<file path="config.mk">
export PLATFORM = sky130hd
export DESIGN_NAME = cme_ip_rx_frame_wr_v3
export DESIGN_NICKNAME = d
export VERILOG_FILES = /design/src/rtl/cme_ip_rx_frame_wr_v3.sv
export SDC_FILE = /design/constraint.sdc
export NUM_CORES = 1
export LEC_CHECK = 0
export ABC_CLOCK_PERIOD_IN_PS = 13820
export CORE_ASPECT_RATIO = 1.25
export CORE_MARGIN = 10
export CORE_UTILIZATION = 55
export DETAILED_ROUTE_END_ITERATION = 10
export GPL_TIMING_DRIVEN = 0
export PLACE_DENSITY_LB_ADDON = 0.25
export SETUP_SLACK_MARGIN = 0.4
export SLEW_MARGIN = 30
export SYNTH_ARGS = -nofsm -noshare
export SYNTH_HDL_FRONTEND = slang
export SYNTH_SLANG_ARGS = --single-unit
</file>
<file path="constraint.sdc">
create_clock -name clk -period 13.82 [get_ports clk]
set_input_delay 2.073 -clock clk [delete_from_list [all_inputs] [get_ports clk]]
set_output_delay 2.073 -clock clk [all_outputs]
set_load 0.05 [all_outputs]
</file>
<file path="src/rtl/cme_ip_rx_frame_wr_v3.sv">
// RX frame writer: packs MAC bytes into 32-bit words, writes length-headed frames into a ring buffer.
// Optional macro RX_ERR_FRAME_KEEP_EN: commit errored frames with header bit 16 set instead of dropping them.
module cme_ip_rx_frame_wr_v3 #(
  parameter int DEPTH_WORDS = 768,
  parameter int AW          = 10,
  parameter int MAX_BYTES   = 1536
) (
  input  logic          clk,
  input  logic          rst_n,
  input  logic          rx_valid,
  input  logic [7:0]    rx_data,
  input  logic          rx_sof,
  input  logic          rx_eof,
  input  logic          rx_err,
  input  logic [AW-1:0] rd_ptr,
  output logic          ram_cew,
  output logic [AW-1:0] ram_aw,
  output logic [31:0]   ram_dw,
  output logic [AW-1:0] wr_ptr,
  output logic          frm_done,
  output logic [10:0]   frm_len,
  output logic [15:0]   drop_cnt
);

`ifdef RX_ERR_FRAME_KEEP_EN
  localparam logic ERR_KEEP = 1'b1;
`else
  localparam logic ERR_KEEP = 1'b0;
`endif

  typedef enum logic [2:0] {IDLE, DATA, FLUSH, HDR, COMMIT, DROP} state_t;

  function automatic logic [AW-1:0] addr_inc(input logic [AW-1:0] a);
    return (a == AW'(DEPTH_WORDS - 1)) ? '0 : a + 1'b1;
  endfunction

  state_t        state, state_n;
  logic [AW-1:0] start, start_n, dp, dp_n;
  logic [11:0]   cnt, cnt_n;
  logic [31:0]   word, word_n;
  logic          err_q, err_n, pend, pend_n, pend_eof, pend_eof_n;
  logic          cew_n, done_n;
  logic [AW-1:0] aw_n, wr_ptr_n;
  logic [31:0]   dw_n;
  logic [10:0]   len_n;
  logic [1:0]    drop_add;
  logic [31:0]   base_word, lane_word;
  logic [11:0]   base_cnt, cnt_inc;
  logic [AW-1:0] base_dp;
  logic          word_full, pend_any, eof_any;
  logic [16:0]   drop_sum;

  // Bytes (and sof/eof/err) are only looked at in cycles where rx_valid is high; there is no back-pressure.
  always_comb begin
    state_n    = state;
    start_n    = start;
    dp_n       = dp;
    cnt_n      = cnt;
    word_n     = word;
    err_n      = err_q;
    pend_n     = pend;
    pend_eof_n = pend_eof;
    cew_n      = 1'b0;
    aw_n       = ram_aw;
    dw_n       = ram_dw;
    wr_ptr_n   = wr_ptr;
    done_n     = 1'b0;
    len_n      = frm_len;
    drop_add   = 2'd0;

    // A sof byte always starts from a fresh packing context at wr_ptr+1.
    base_word = '0;
    base_cnt  = '0;
    base_dp   = addr_inc(wr_ptr);
    if (state == DATA && !rx_sof) begin
      base_word = word;
      base_cnt  = cnt;
      base_dp   = dp;
    end
    lane_word = base_word | ({24'b0, rx_data} << {base_cnt[1:0], 3'b000});
    cnt_inc   = base_cnt + 12'd1;
    word_full = (base_cnt[1:0] == 2'd3) || rx_eof;

    pend_any = pend | (rx_valid & rx_sof);
    eof_any  = pend_eof | (rx_valid & rx_eof & pend_any);

    case (state)
      IDLE, DATA: begin
        if (rx_valid && (rx_sof || state == DATA)) begin
          if (state == DATA && rx_sof) drop_add = 2'd1;
          if (rx_sof) start_n = wr_ptr;
          if ((word_full && base_dp == rd_ptr) || (rx_sof && base_dp == rd_ptr) ||
              (cnt_inc > 12'(MAX_BYTES)) || (rx_eof && rx_err && !ERR_KEEP)) begin
            drop_add = drop_add + 2'd1;
            state_n  = rx_eof ? IDLE : DROP;
          end else begin
            cnt_n  = cnt_inc;
            word_n = word_full ? '0 : lane_word;
            dp_n   = base_dp;
            err_n  = rx_err & rx_eof;
            if (word_full) begin
              cew_n = 1'b1;
              aw_n  = base_dp;
              dw_n  = lane_word;
              dp_n  = addr_inc(base_dp);
            end
            state_n = rx_eof ? FLUSH : DATA;
          end
        end
      end
      FLUSH: begin
        cew_n      = 1'b1;
        aw_n       = start;
        dw_n       = {15'b0, err_q & ERR_KEEP, 5'b0, cnt[10:0]};
        pend_n     = pend_any;
        pend_eof_n = eof_any;
        state_n    = HDR;
      end
      HDR: begin
        wr_ptr_n   = dp;
        done_n     = 1'b1;
        len_n      = cnt[10:0];
        pend_n     = pend_any;
        pend_eof_n = eof_any;
        state_n    = COMMIT;
      end
      COMMIT: begin
        // A sof seen during the commit tail is a frame we could not start; drop it.
        pend_n     = 1'b0;
        pend_eof_n = 1'b0;
        state_n    = IDLE;
        if (pend_any) begin
          drop_add = 2'd1;
          state_n  = eof_any ? IDLE : DROP;
        end
      end
      DROP: begin
        if (rx_valid && rx_eof) state_n = IDLE;
      end
      default: state_n = IDLE;
    endcase
  end

  assign drop_sum = {1'b0, drop_cnt} + {15'b0, drop_add};

  always_ff @(posedge clk or negedge rst_n) begin
    if (!rst_n) begin
      state    <= IDLE;
      start    <= '0;
      dp       <= '0;
      cnt      <= '0;
      word     <= '0;
      err_q    <= 1'b0;
      pend     <= 1'b0;
      pend_eof <= 1'b0;
      ram_cew  <= 1'b0;
      ram_aw   <= '0;
      ram_dw   <= '0;
      wr_ptr   <= '0;
      frm_done <= 1'b0;
      frm_len  <= '0;
      drop_cnt <= '0;
    end else begin
      state    <= state_n;
      start    <= start_n;
      dp       <= dp_n;
      cnt      <= cnt_n;
      word     <= word_n;
      err_q    <= err_n;
      pend     <= pend_n;
      pend_eof <= pend_eof_n;
      ram_cew  <= cew_n;
      ram_aw   <= aw_n;
      ram_dw   <= dw_n;
      wr_ptr   <= wr_ptr_n;
      frm_done <= done_n;
      frm_len  <= len_n;
      drop_cnt <= drop_sum[16] ? 16'hFFFF : drop_sum[15:0];
    end
  end

endmodule

</file>
==> summary.txt <==
DP Wirelength: 16600 µm
Slowest CP cell: nor4b_4
Synth Net Count: 812
Hold WC Path Type: flop to flop
Final Skew: 0.00786 ns
Critical Path RT: 14.19 ns
Initial antenna violation count: 0
Crit. End Element: flop
CTS sink cnt: 150
Area growth from synthesis to layout: 24.9%
Setup Crit Path Kind: input pin to flop
Cell row count: 48
Number of antenna-violating nets in the routed design: 0
Initial DRC Count: 833
Top_reg_cell synth: dfrtp_1
Cell variety after synth: 69
Yosys synthesis warning count: 0
RSZ-0062 raised after global routing: no
CTS Hold Bufs: 0
Max Clock Freq: 132 MHz
First-pass iteration count of the detailed router: 6
Port bufs: 102
IO Pins: 105
Initial core utilization: 0.559
Average wire per standard cell: 21.3 µm
Layout cell share with drive strength beyond 1: 0.101
Arrival time worst endpoint: 7.94 ns
Setup TNS: 0 ns
Vias post-DR: 6895
Cts bufs inserted: 17
Total GRT Usage: 0.239
Largest net degree at the start of global routing: 89
Vias per inst: 6.31
Leakage: 4.13 nW
Power Density: 214 mW/mm²
Critical path launch point type: input pin
Max Fanout on Critical Path: 10
Die area: 0.0192 mm²
Non-filler cells, final: 1092
Post-Route Utilization: 0.699
Async SR Flop Fraction: 1.00
Final Hold Viols: 0
Maxcap violations: 0
Commonest non-fill, non-tap cell in the layout: dfrtp_1
Number of setup violations in the final report: 0
Die H: 152 µm
Relative slew slack: 0.378
Mapped Area: 0.00769 mm²
Number of diodes: 0
Fin crit period: 7.56 ns
Die width: 126 µm
Yosys reg bits: 150
Routability-driven placement congestion ratio: 0.939
CP most frequent cell: nor2_1
Sequential area share after synthesis: 0.488
Cells after Synth: 782
Worst-Margin Slew: 0.923 ns
Post-layout net count: 934
Commonest non-fill, non-tap cells in the layout: dfrtp_1 (150), clkdlybuf4s50_1 (101), nand2_1 (95)
Core Area: 0.0138 mm²
Max Slew Vio Count: 0
CTS tree: built
Max H-tree Level: 4
Synthesized area per cell: 9.84 µm²
CP peak stage delay: 0.59 ns
Vias in the first global route: 6868
Buffer count from post-CTS setup fixing: 0
Root Driver: clkbuf_16
EDFF count, synth: 0
WL final: 23300 µm
Status: finished clean
Residual DRC count: 0
Max VDD drop: 0.155 mV
Clk Latency, worst-skew pair: 0.44 ns
Total power: 2.06 mW
CTS max path bufs: 2
Fin crit share: 0.547
Total gr overflow: 0
Register clock-pin slew on the reported worst setup and hold paths: 0.06 ns
Placed Cells: 1060
First-pass GRT wire length: 37300 µm
PostCTS Resize Cnt: 0
[flip-flops by register name, indices dropped and copies added (netlist names)]
register / flops
pend_eof: 1
drop_cnt: 16
start: 10
ram_dw: 32
ram_cew: 1
frm_len: 11
frm_done: 1
state: 3
ram_aw: 10
pend: 1
dp: 10
wr_ptr: 10
cnt: 12
word: 32
[cell usage after synthesis, drive strengths merged, types with 3 or more instances]
library cell	instances	share of area
o21a	3	0.0029
a21oi	38	0.025
a21o	4	0.0039
a22o	8	0.0091
and4	5	0.0057
nor2b	5	0.0041
mux2i	17	0.022
xnor2	16	0.018
nand4	10	0.0081
o41ai	3	0.0034
nor3	8	0.0052
nor2	46	0.023
or3	5	0.0041
and2	27	0.022
clkbuf	38	0.019
a31oi	19	0.015
nand2	96	0.047
nand2b	11	0.0089
dfrtp	150	0.49
a22oi	14	0.014
o31a	4	0.0046
o211ai	8	0.0078
ha	5	0.0081
o21ai	60	0.039
mux2	31	0.045
and3	9	0.0080
nand3	18	0.012
inv	12	0.0059
buf	17	0.017
o31ai	26	0.025
xor2	10	0.011
nor4	6	0.0068
or4	9	0.0093
a31o	7	0.0080
o22ai	3	0.0024
a211oi	9	0.0088
[worst paths after layout]
check	from	to	slack [ns]	cells past startpoint
max	rx_sof	drop_cnt[2]$_DFF_PN0_	6.26	25
min	word[22]$_DFFE_PN0P_	word[22]$_DFFE_PN0P_	0.49	2
max reg2reg	wr_ptr[0]$_DFFE_PN0P_	drop_cnt[2]$_DFF_PN0_	7.39	24
min reg2reg	word[22]$_DFFE_PN0P_	word[22]$_DFFE_PN0P_	0.49	2
max in group asynchronous	rst_n	word[2]$_DFFE_PN0P_	11.44	2
min in group asynchronous	rst_n	wr_ptr[7]$_DFFE_PN0P_	1.62	1
[layout make-up]
cell class | count | area [µm²]
Buffer | 55 | 275
Clock buffer | 19 | 453
Clock inverter | 13 | 194
Fill cell | 1048 | 4140
Inverter | 12 | 45.0
Multi-Input combinational cell | 565 | 3620
Sequential cell | 150 | 3750
Tap cell | 175 | 219
Timing Repair Buffer | 103 | 1050
[worst max-delay path, delay by kind of cell]
family	cells	cell delay (ns)
adders and majority gates	3	0.71
buffers and inverters	6	1.44
and+or+nand+nor	13	2.91
xor gates and xnor gates	1	0.29
AOI/OAI and AO/OA	2	0.48
[logic make-up after synthesis]
family | after synthesis | share of synthesized area
xor+xnor | 26 | 0.0296
flops | 150 | 0.488
simple gates | 265 | 0.177
mux | 48 | 0.0675
buf+inv | 67 | 0.0416
compound gates | 220 | 0.186
fa+ha+maj | 6 | 0.0107
[through the flow]
step | hold slack [ns] | worst slack, ns | area, µm²
3_3_place_gp | 0.461 | 4.88 | 8930
3_5_place_dp | 0.473 | 5.92 | 8970
6_report | 0.492 | 6.26 | 9610
4_1_cts | 0.493 | 6.33 | 9610
5_1_grt | 0.513 | 5.79 | 9610
2_1_floorplan | 0.446 | 6.80 | 7690
[routing by layer]
metal / routed length, µm / track usage / vias to the layer above / share of wire
met5: 0 / 0 / - / 0
met4: 688 / 0.0940 / 0 / 0.030
met3: 1650 / 0.0543 / 58 / 0.071
met2: 11700 / 0.403 / 332 / 0.50
met1: 9200 / 0.288 / 3429 / 0.40
li1: - / - / 3076 / -
[power by group]
group	leakage (nW)	switching [mW]	internal (mW)
sequential	1.98	0.102	0.561
clock	0.302	0.196	0.314
combinational	1.84	0.573	0.309
Power figures use the tool's default switching activity.
